===== config.mk =====
export PLATFORM = sky130hd
export DESIGN_NAME = manycore_endpoint_core
export DESIGN_NICKNAME = d
export VERILOG_FILES = /design/src/rtl/manycore_endpoint_pkg.sv /design/src/rtl/manycore_endpoint_req_fifo.sv /design/src/rtl/manycore_endpoint_core.sv
export SDC_FILE = /design/constraint.sdc
export NUM_CORES = 1
export LEC_CHECK = 0
export CAP_MARGIN = 20
export CORE_AREA = 2 2 214 216
export CTS_BUF_LIST = sky130_fd_sc_hd__clkbuf_4 sky130_fd_sc_hd__clkbuf_8
export CTS_CLUSTER_SIZE = 20
export DETAILED_ROUTE_END_ITERATION = 16
export DIE_AREA = 0 0 216 218
export SLEW_MARGIN = 20
export SYNTH_ARGS = -nofsm -noshare
export SYNTH_HDL_FRONTEND = slang
export SYNTH_SLANG_ARGS = --single-unit

===== constraint.sdc =====
create_clock -name clk_i -period 6 [get_ports clk_i]
set_clock_uncertainty 0.15 [all_clocks]
set_input_delay 1.2 -clock clk_i [delete_from_list [all_inputs] [get_ports clk_i]]
set_output_delay 1.2 -clock clk_i [all_outputs]
set_load 0.01 [all_outputs]

===== src/rtl/manycore_endpoint_pkg.sv =====
// Shared definitions for the manycore endpoint: opcode and return-type
// encodings, plus the width functions that size packets and the link bundle.
// Optional build macro: MANYCORE_ENDPOINT_ASSERT_EN (simulation checks).
package manycore_endpoint_pkg;

  // Request opcode carried in packet.op.
  typedef enum logic [1:0] {
    op_remote_load  = 2'd0,
    op_remote_store = 2'd1,
    op_swap_aq      = 2'd2,
    op_swap_rl      = 2'd3
  } op_e;

  // Return packet type carried in return_packet.pkt_type.
  typedef enum logic [1:0] {
    ret_credit = 2'd0,
    ret_data   = 2'd1
  } ret_type_e;

  // Request packet: addr, op[2], op_ex[data/8], payload, src_y, src_x, y, x.
  function automatic int packet_width(input int x_w, input int y_w,
                                      input int data_w, input int addr_w);
    return addr_w + 2 + data_w / 8 + data_w + 2 * (x_w + y_w);
  endfunction

  // Return packet: pkt_type[2], data, load_id, y, x.
  function automatic int return_width(input int x_w, input int y_w,
                                      input int data_w, input int load_id_w);
    return 2 + data_w + load_id_w + x_w + y_w;
  endfunction

  // Link bundle: fwd{v, data[P], ready_and_rev}, rev{v, data[R], ready_and_rev}.
  function automatic int link_width(input int pkt_w, input int ret_w);
    return pkt_w + ret_w + 4;
  endfunction

endpackage


===== src/rtl/manycore_endpoint_req_fifo.sv =====
// Parameterised width/depth 1-read 1-write FIFO with a ready/valid enqueue
// side and a valid/yumi dequeue side. No bypass: a word written in cycle N is
// visible on data_o/v_o in cycle N+1. Enqueue is refused whenever the FIFO is
// full, even if a dequeue happens in the same cycle.
//
// Handshake: a word is accepted when v_i & ready_o at the clock edge; a word
// is consumed when yumi_i & v_o at the clock edge (yumi_i without v_o is
// ignored).
module manycore_endpoint_req_fifo #(
  parameter int width_p = 8,
  parameter int els_p   = 2
) (
  input  logic               clk_i,
  input  logic               reset_i,
  input  logic [width_p-1:0] data_i,
  input  logic               v_i,
  output logic               ready_o,
  output logic [width_p-1:0] data_o,
  output logic               v_o,
  input  logic               yumi_i,
  output logic               full_o
);

  localparam int ptr_w_lp = (els_p > 1) ? $clog2(els_p) : 1;
  localparam int cnt_w_lp = $clog2(els_p + 1);

  logic [width_p-1:0]  mem_r [els_p];
  logic [ptr_w_lp-1:0] wr_ptr_r;
  logic [ptr_w_lp-1:0] rd_ptr_r;
  logic [cnt_w_lp-1:0] count_r;
  logic                enq;
  logic                deq;

  assign full_o  = (count_r == cnt_w_lp'(els_p));
  assign ready_o = ~full_o;
  assign v_o     = (count_r != '0);
  assign data_o  = mem_r[rd_ptr_r];
  assign enq     = v_i & ready_o;
  assign deq     = yumi_i & v_o;

  // Pointer and occupancy update; pointers wrap modulo els_p.
  always_ff @(posedge clk_i) begin
    if (reset_i) begin
      wr_ptr_r <= '0;
      rd_ptr_r <= '0;
      count_r  <= '0;
    end else begin
      if (enq) begin
        wr_ptr_r <= (wr_ptr_r == ptr_w_lp'(els_p - 1)) ? '0 : wr_ptr_r + 1'b1;
      end
      if (deq) begin
        rd_ptr_r <= (rd_ptr_r == ptr_w_lp'(els_p - 1)) ? '0 : rd_ptr_r + 1'b1;
      end
      if (enq && !deq) begin
        count_r <= count_r + 1'b1;
      end else if (deq && !enq) begin
        count_r <= count_r - 1'b1;
      end
    end
  end

  // Storage array; contents need no reset because count_r gates visibility.
  always_ff @(posedge clk_i) begin
    if (enq) begin
      mem_r[wr_ptr_r] <= data_i;
    end
  end

endmodule


===== src/rtl/manycore_endpoint_core.sv =====
// Tile network interface between the two-net mesh link and tile logic.
// Incoming requests are buffered in a local FIFO; outgoing requests and
// locally built return packets pass straight through to the link; return
// packets arriving on the reverse net are registered for one cycle.
// Optional build macro: MANYCORE_ENDPOINT_ASSERT_EN enables simulation-only
// protocol checks; the datapath is identical either way.
import manycore_endpoint_pkg::*;

module manycore_endpoint_core #(
  parameter int x_cord_width_p  = 4,
  parameter int y_cord_width_p  = 4,
  parameter int fifo_els_p      = 2,
  parameter int data_width_p    = 32,
  parameter int addr_width_p    = 32,
  parameter int load_id_width_p = 5,
  localparam int pkt_w_lp  = packet_width(x_cord_width_p, y_cord_width_p,
                                          data_width_p, addr_width_p),
  localparam int ret_w_lp  = return_width(x_cord_width_p, y_cord_width_p,
                                          data_width_p, load_id_width_p),
  localparam int link_w_lp = link_width(pkt_w_lp, ret_w_lp)
) (
  input  logic                 clk_i,
  input  logic                 reset_i,
  input  logic [link_w_lp-1:0] link_sif_i,
  output logic [link_w_lp-1:0] link_sif_o,
  output logic [pkt_w_lp-1:0]  fifo_data_o,
  output logic                 fifo_v_o,
  input  logic                 fifo_yumi_i,
  input  logic [pkt_w_lp-1:0]  out_packet_i,
  input  logic                 out_v_i,
  output logic                 out_ready_o,
  input  logic [ret_w_lp-1:0]  returning_data_i,
  input  logic                 returning_v_i,
  output logic                 returning_ready_o,
  output logic [ret_w_lp-1:0]  returned_packet_r_o,
  output logic                 returned_credit_v_r_o,
  output logic                 in_fifo_full_o
);

  // Link unpacking. Forward half occupies the upper R+2..L-1 bits, reverse
  // half the lower R+2 bits; within each half: v (MSB), data, ready (LSB).
  logic                fwd_v_in;
  logic [pkt_w_lp-1:0] fwd_data_in;
  logic                fwd_ready_in;
  logic                rev_v_in;
  logic [ret_w_lp-1:0] rev_data_in;
  logic                rev_ready_in;
  logic                fifo_ready;

  assign fwd_v_in     = link_sif_i[link_w_lp-1];
  assign fwd_data_in  = link_sif_i[link_w_lp-2 -: pkt_w_lp];
  assign fwd_ready_in = link_sif_i[ret_w_lp+2];
  assign rev_v_in     = link_sif_i[ret_w_lp+1];
  assign rev_data_in  = link_sif_i[ret_w_lp:1];
  assign rev_ready_in = link_sif_i[0];

  // Incoming request buffer.
  manycore_endpoint_req_fifo #(
    .width_p (pkt_w_lp),
    .els_p   (fifo_els_p)
  ) req_fifo (
    .clk_i   (clk_i),
    .reset_i (reset_i),
    .data_i  (fwd_data_in),
    .v_i     (fwd_v_in),
    .ready_o (fifo_ready),
    .data_o  (fifo_data_o),
    .v_o     (fifo_v_o),
    .yumi_i  (fifo_yumi_i),
    .full_o  (in_fifo_full_o)
  );

  // Outgoing requests and return packets are pure wiring; the reverse-net
  // ready is tied high because the tile must always sink return packets.
  assign link_sif_o = {out_v_i, out_packet_i, fifo_ready,
                       returning_v_i, returning_data_i, 1'b1};

  assign out_ready_o       = fwd_ready_in;
  assign returning_ready_o = rev_ready_in;

  // Register every received return packet for one cycle.
  always_ff @(posedge clk_i) begin
    if (reset_i) begin
      returned_credit_v_r_o <= 1'b0;
      returned_packet_r_o   <= '0;
    end else begin
      returned_credit_v_r_o <= rev_v_in;
      returned_packet_r_o   <= rev_data_in;
    end
  end

`ifdef MANYCORE_ENDPOINT_ASSERT_EN
  // Depth sanity check at start of simulation.
  initial begin
    if (fifo_els_p < 2) begin
      $error("manycore_endpoint_core: fifo_els_p=%0d must be >= 2", fifo_els_p);
    end
  end

  // Runtime protocol checks outside reset.
  always_ff @(posedge clk_i) begin
    if (!reset_i) begin
      if (fifo_yumi_i && !fifo_v_o) begin
        $error("manycore_endpoint_core: fifo_yumi_i asserted while fifo empty");
      end
      if (fwd_v_in && $isunknown(fwd_data_in)) begin
        $error("manycore_endpoint_core: fwd valid with unknown data");
      end
    end
  end
`else
  // Reverse-net ready from the link is not meaningful to this block's sink.
  logic unused_ok;
  assign unused_ok = 1'b0;
`endif

endmodule


# --- Yosys cells after proc, flatten, opt, wreduce, memory -nomap -nowiden ---
# Memory sizes are Yosys's and may differ from the RTL's. A register that Yosys moved wholly into a read port is not among the register bits.
# Cells that the tools add are included.
totals:
  ff_bits: 52
  latch_bits: 0
  ramBits: 172
  rom_bits: 0
  inputBits: 275
  out_inout_bits: 275
  mem_count: 1
mem_list:
  columns: ["memory", "words", "word_bits", "rd", "rd_ports_with_merged_regs", "wr", "line", "text"]
  rows:
  - ["req_fifo.mem_r", 2, 86, 1, 1, 1, "manycore_endpoint_req_fifo.sv:27", "logic [width_p-1:0] mem_r [els_p];"]
classes:
  add_sub_neg: 4
  mul: 0
  div: 0
  order_cmp: 0
  eq_ne: 1
  shift: 0
  muxes: 8
  bitwise: 3
  n_reduce_logical: 6
op_table:
  columns: ["operator", "n"]
  rows:
  - ["2-to-1 mux 1 bit", 6]
  - ["2-to-1 mux 2 bit", 2]
  - ["nonzero test 2 bit", 2]
  - ["adder 1 bit, second input constant", 2]
  - ["adder 2 x 1 -> 2 bit, second input constant", 1]
  - ["bitwise AND 1 bit", 2]
  - ["equality test 2 bit, second input constant", 1]
  - ["logical AND 1 bit", 2]
  - ["zero test 1 bit", 2]
  - ["subtractor 2 x 1 -> 2 bit, second input constant", 1]
  - ["NOT 1 bit", 1]

# --- Longest topological paths before layout ---
logic_depth:
  word_depth: 7
  depth_mapped: 6

# --- Cells and area by module ---
# Synthesis repeated with hierarchy kept, for this count alone.
unflattened:
  hier_cells: 535
  hier_area_um2: 8941.1
by_module_without_submodules:
  columns: ["mod", "instances", "cells_each", "area_each_um2", "seq_area_each_um2"]
  rows:
  - ["manycore_endpoint_req_fifo", 1, 294, 6588.8, 5265.0]
  - ["manycore_endpoint_core", 1, 241, 2352.3, 960.9]

# --- Worst setup path after synthesis ---
# No wires, ideal clock.
synth_timing:
  kind: "input port to flip-flop"
  from: "input link_sif_i[136]"
  to: "memory req_fifo.mem_r[0][0] (netlist bit) (enable)"
  setup_ns: 0.440
  arrival_time_ns: 3.279
  t_required_ns: 5.410
  setup_slack_ns: 2.132
  stages: 3
  path_buffers: 0
  path_cell_list: "inv_1 -> or3_1 -> inv_1"
synth_between:
  elab_chain_cells: 3
synth_rtl:
  columns: ["item", "line", "text"]
  rows:
  - ["from (decl)", "manycore_endpoint_core.sv:24", "input logic [link_w_lp-1:0] link_sif_i,"]
  - ["bitwise AND 1 bit", "manycore_endpoint_req_fifo.sv:38", "assign enq = v_i & ready_o;"]
  - ["2-to-1 mux 1 bit", "manycore_endpoint_req_fifo.sv:64", "if (enq) begin"]
  - ["2-to-1 mux 1 bit (implied by the code)", "manycore_endpoint_req_fifo.sv:65", "mem_r[wr_ptr_r] <= data_i;"]
  - ["to (decl)", "manycore_endpoint_req_fifo.sv:27", null]
# No other way between the ends.

==> results.py <==
metrics = {
    "sta": {
        "finalCriticalPeriod_ns": 4.15,
        "whs_ns": 0.351,
        "timing.fmax_mhz": 241,
        "setup_tns_ns": 0,
        "finalCritPeriodShare": 0.692,
        "hold_viol_final": 0,
        "rsz0062_at_grt": "no",
        "max_slew.worst_pin.slew_ns": 1.00,
        "setup_violations": 0,
        "slew_headroom": 0.333,
        "drv_slew": 0,
    },
    "yosys": {
        "synthesis.area_um2": 8920,
        "ys.warnings.count": 0,
        "syn_inst": 535,
        "ys_seq_area_frac": 0.698,
        "synthDistinctLibCells": 20,
        "synth.avg_cell_area_um2": 16.7,
        "synth_nets": 811,
        "ys_ff_latch": 225,
    },
    "worst_setup_path": {
        "slowest_stage": "dfxtp_4",
        "cp.required_ns": 4.65,
        "crit_family": "buffers and inverters",
        "path_cells": "buf_4 > mux2_2 > clkdlybuf4s50_1",
        "cp.arrival_ns": 2.80,
        "critical-path-max-stage-delay_ns": 0.82,
        "end_kind": "output pin",
        "worst-setup-path-type": "flip-flop to output pin",
        "cp-start-kind": "flip-flop",
        "crit_buf_inv": 2,
        "critical_path.max_fanout": 47,
    },
    "clock_network": {
        "hold_buffers": 0,
        "cts_setup_buffers": 0,
        "cts_resized": 0,
        "cts_num_sinks": 225,
        "clk_latency_ns": 0.57,
        "clk_pin_slew_worst_paths_ns": 0.06,
        "cts_buffer_depth": 3,
        "cts_tree": "done",
        "numCtsBuffers": 42,
        "htreeDepth": 2,
        "root_buffer": "clkbuf_8",
    },
    "pwr": {
        "p_per_area_nw_per_um2": 389,
        "ir_drop_uv": 177,
        "p_leak_nw": 4.21,
    },
    "hold_path": {
        "min_path_type": "flip-flop to flip-flop",
    },
    "placed_design": {
        "routabilityCongestion": 0.756,
        "port_buffers": 274,
        "hpwl_um": 24200,
    },
    "drt": {
        "vias_per_cell": 3.62,
        "vias": 4835,
        "finalWirelength_um": 31400,
        "drtAntennaViolNets": 0,
        "drc": 0,
        "drtPass1Iterations": 4,
        "wl_per_cell_um": 23.5,
        "drt_iter0_markers": 181,
    },
    "die": {
        "rows": 78,
        "die_area_um2": 47100,
        "io_pins": 550,
        "core_um2": 44900,
        "die-width_um": 216,
        "start_util": 0.199,
        "die_y_um": 218,
    },
    "grt": {
        "overflow": 0,
        "grt_pass1_vias": 5262,
        "grt_max_degree": 70,
        "grt_pass1_wl_um": 41600,
        "track_usage": 0.128,
        "antenna_found_initial": 2,
    },
    "cells_and_area": {
        "fillCellCount": 4550,
        "drive_above_1_share": 0.224,
        "syn_to_final_growth_pct": 36.8,
        "fin_nets": 980,
        "final_common_cell": "clkdlybuf4s50_1",
        "layout_common_cells": "clkdlybuf4s50_1, edfxtp_1, dfxtp_1, nor2b_1, mux2_2",
    },
    "flow_run": {
        "maxCapViolCount": 0,
    },
    "outcome": {
        "status": "completed",
    },
}
worst reg2reg max path: stages, from the launching register on:
cell and delay, ns:
dfxtp_1 0.42, nor2b_2 0.09, inv_1 0.08, and3_4 0.75, buf_4 0.56
routing by layer:
layer	global-route usage	routed length, um
met1	0.129	11100
met4	0.0607	1150
met3	0.105	5590
met5	0.0240	163
met2	0.187	13400
state kept, by name, summed over array words and instances (netlist names), named ones only:
| name | count |
|---|---|
| req_fifo.count_r | 2 |
| req_fifo.mem_r | 172 |
| req_fifo.rd_ptr_r | 1 |
| req_fifo.wr_ptr_r | 1 |
| returned_credit_v_r_o | 1 |
| returned_packet_r_o | 47 |
metrics by stage:
| step | cells | setup WS (ns) | utilization | power [mW] | area [um2] |
|---|---|---|---|---|---|
| final | 1336 | 1.85 | 0.272 | 4.74 | 12200 |
| after detailed placement | 1259 | 2.07 | 0.252 | 3.26 | 11300 |
| after global placement | 1259 | 2.06 | 0.252 | 3.24 | 11300 |
| after global routing | 1335 | 1.62 | 0.272 | 4.97 | 12200 |
| after floorplan | 535 | 2.13 | - | 2.70 | 8920 |
| after CTS | 1334 | 1.62 | 0.271 | 4.84 | 12200 |
cell usage after synthesis:
master | number | area [um2]
conb_1 | 1 | 3.75
buf_6 | 5 | 56.3
nor2b_1 | 48 | 300
and3_1 | 1 | 6.26
nor2b_2 | 1 | 8.76
buf_2 | 5 | 25.0
clkbuf_1 | 5 | 18.8
inv_1 | 3 | 11.3
edfxtp_1 | 172 | 5160
mux2_4 | 40 | 601
xor2_1 | 3 | 26.3
buf_4 | 139 | 1040
o21ai_0 | 3 | 15.0
dfxtp_1 | 53 | 1060
or3_1 | 2 | 12.5
ha_1 | 1 | 12.5
mux2_2 | 46 | 518
a21oi_1 | 2 | 10.0
nor2_1 | 4 | 15.0
or2_2 | 1 | 6.26
area by class of cell:
| class | instances | area [um2] | share of cell area |
|---|---|---|---|
| Sequential cell | 225 | 6230 | 0.511 |
| Timing Repair Buffer | 279 | 2800 | 0.229 |
| Multi-Input combinational cell | 153 | 1540 | 0.126 |
| Tap cell | 600 | 751 | 0.0615 |
| Clock buffer | 60 | 713 | 0.0585 |
| Clock inverter | 15 | 153 | 0.0125 |
| Inverter | 3 | 13.8 | 0.00113 |
| Antenna cell | 1 | 2.50 | 0.000205 |
power breakdown:
part / switching, mW / leakage (nW) / internal [mW] / total [mW]
Combinational: 0.488 / 1.72 / 0.722 / 1.21
Sequential: 0.105 / 2.05 / 1.89 / 2.00
Clock: 0.641 / 0.447 / 0.895 / 1.54
Total: 1.23 / 4.21 / 3.51 / 4.74
path summary, 6_finish.rpt:
| check | start | end | slack (ns) | depth (start not counted) |
|---|---|---|---|---|
| min | req_fifo.rd_ptr_r | flip-flop | 0.35 | 2 |
| max reg2reg | req_fifo.count_r[0] | req_fifo.mem_r[1][32] | 3.55 | 4 |
| max | flip-flop | fifo_data_o[11] | 1.85 | 3 |
| min reg2reg | req_fifo.rd_ptr_r | flip-flop | 0.35 | 2 |
kinds of logic (layout without fill, tap and decap cells):
kind of cell,count (synthesis),after routing,share of synthesized area
AO/OA/AOI/OAI,5,5,0.00281
XOR/XNOR,3,3,0.00295
adder cells (fa/ha/maj),1,1,0.00140
buffers and inverters,157,357,0.130
flip-flops,225,225,0.698
multiplexers,86,86,0.125
other,1,2,0.000421
AND/OR/NAND/NOR,57,57,0.0392
Power figures use the tool's default switching activity.
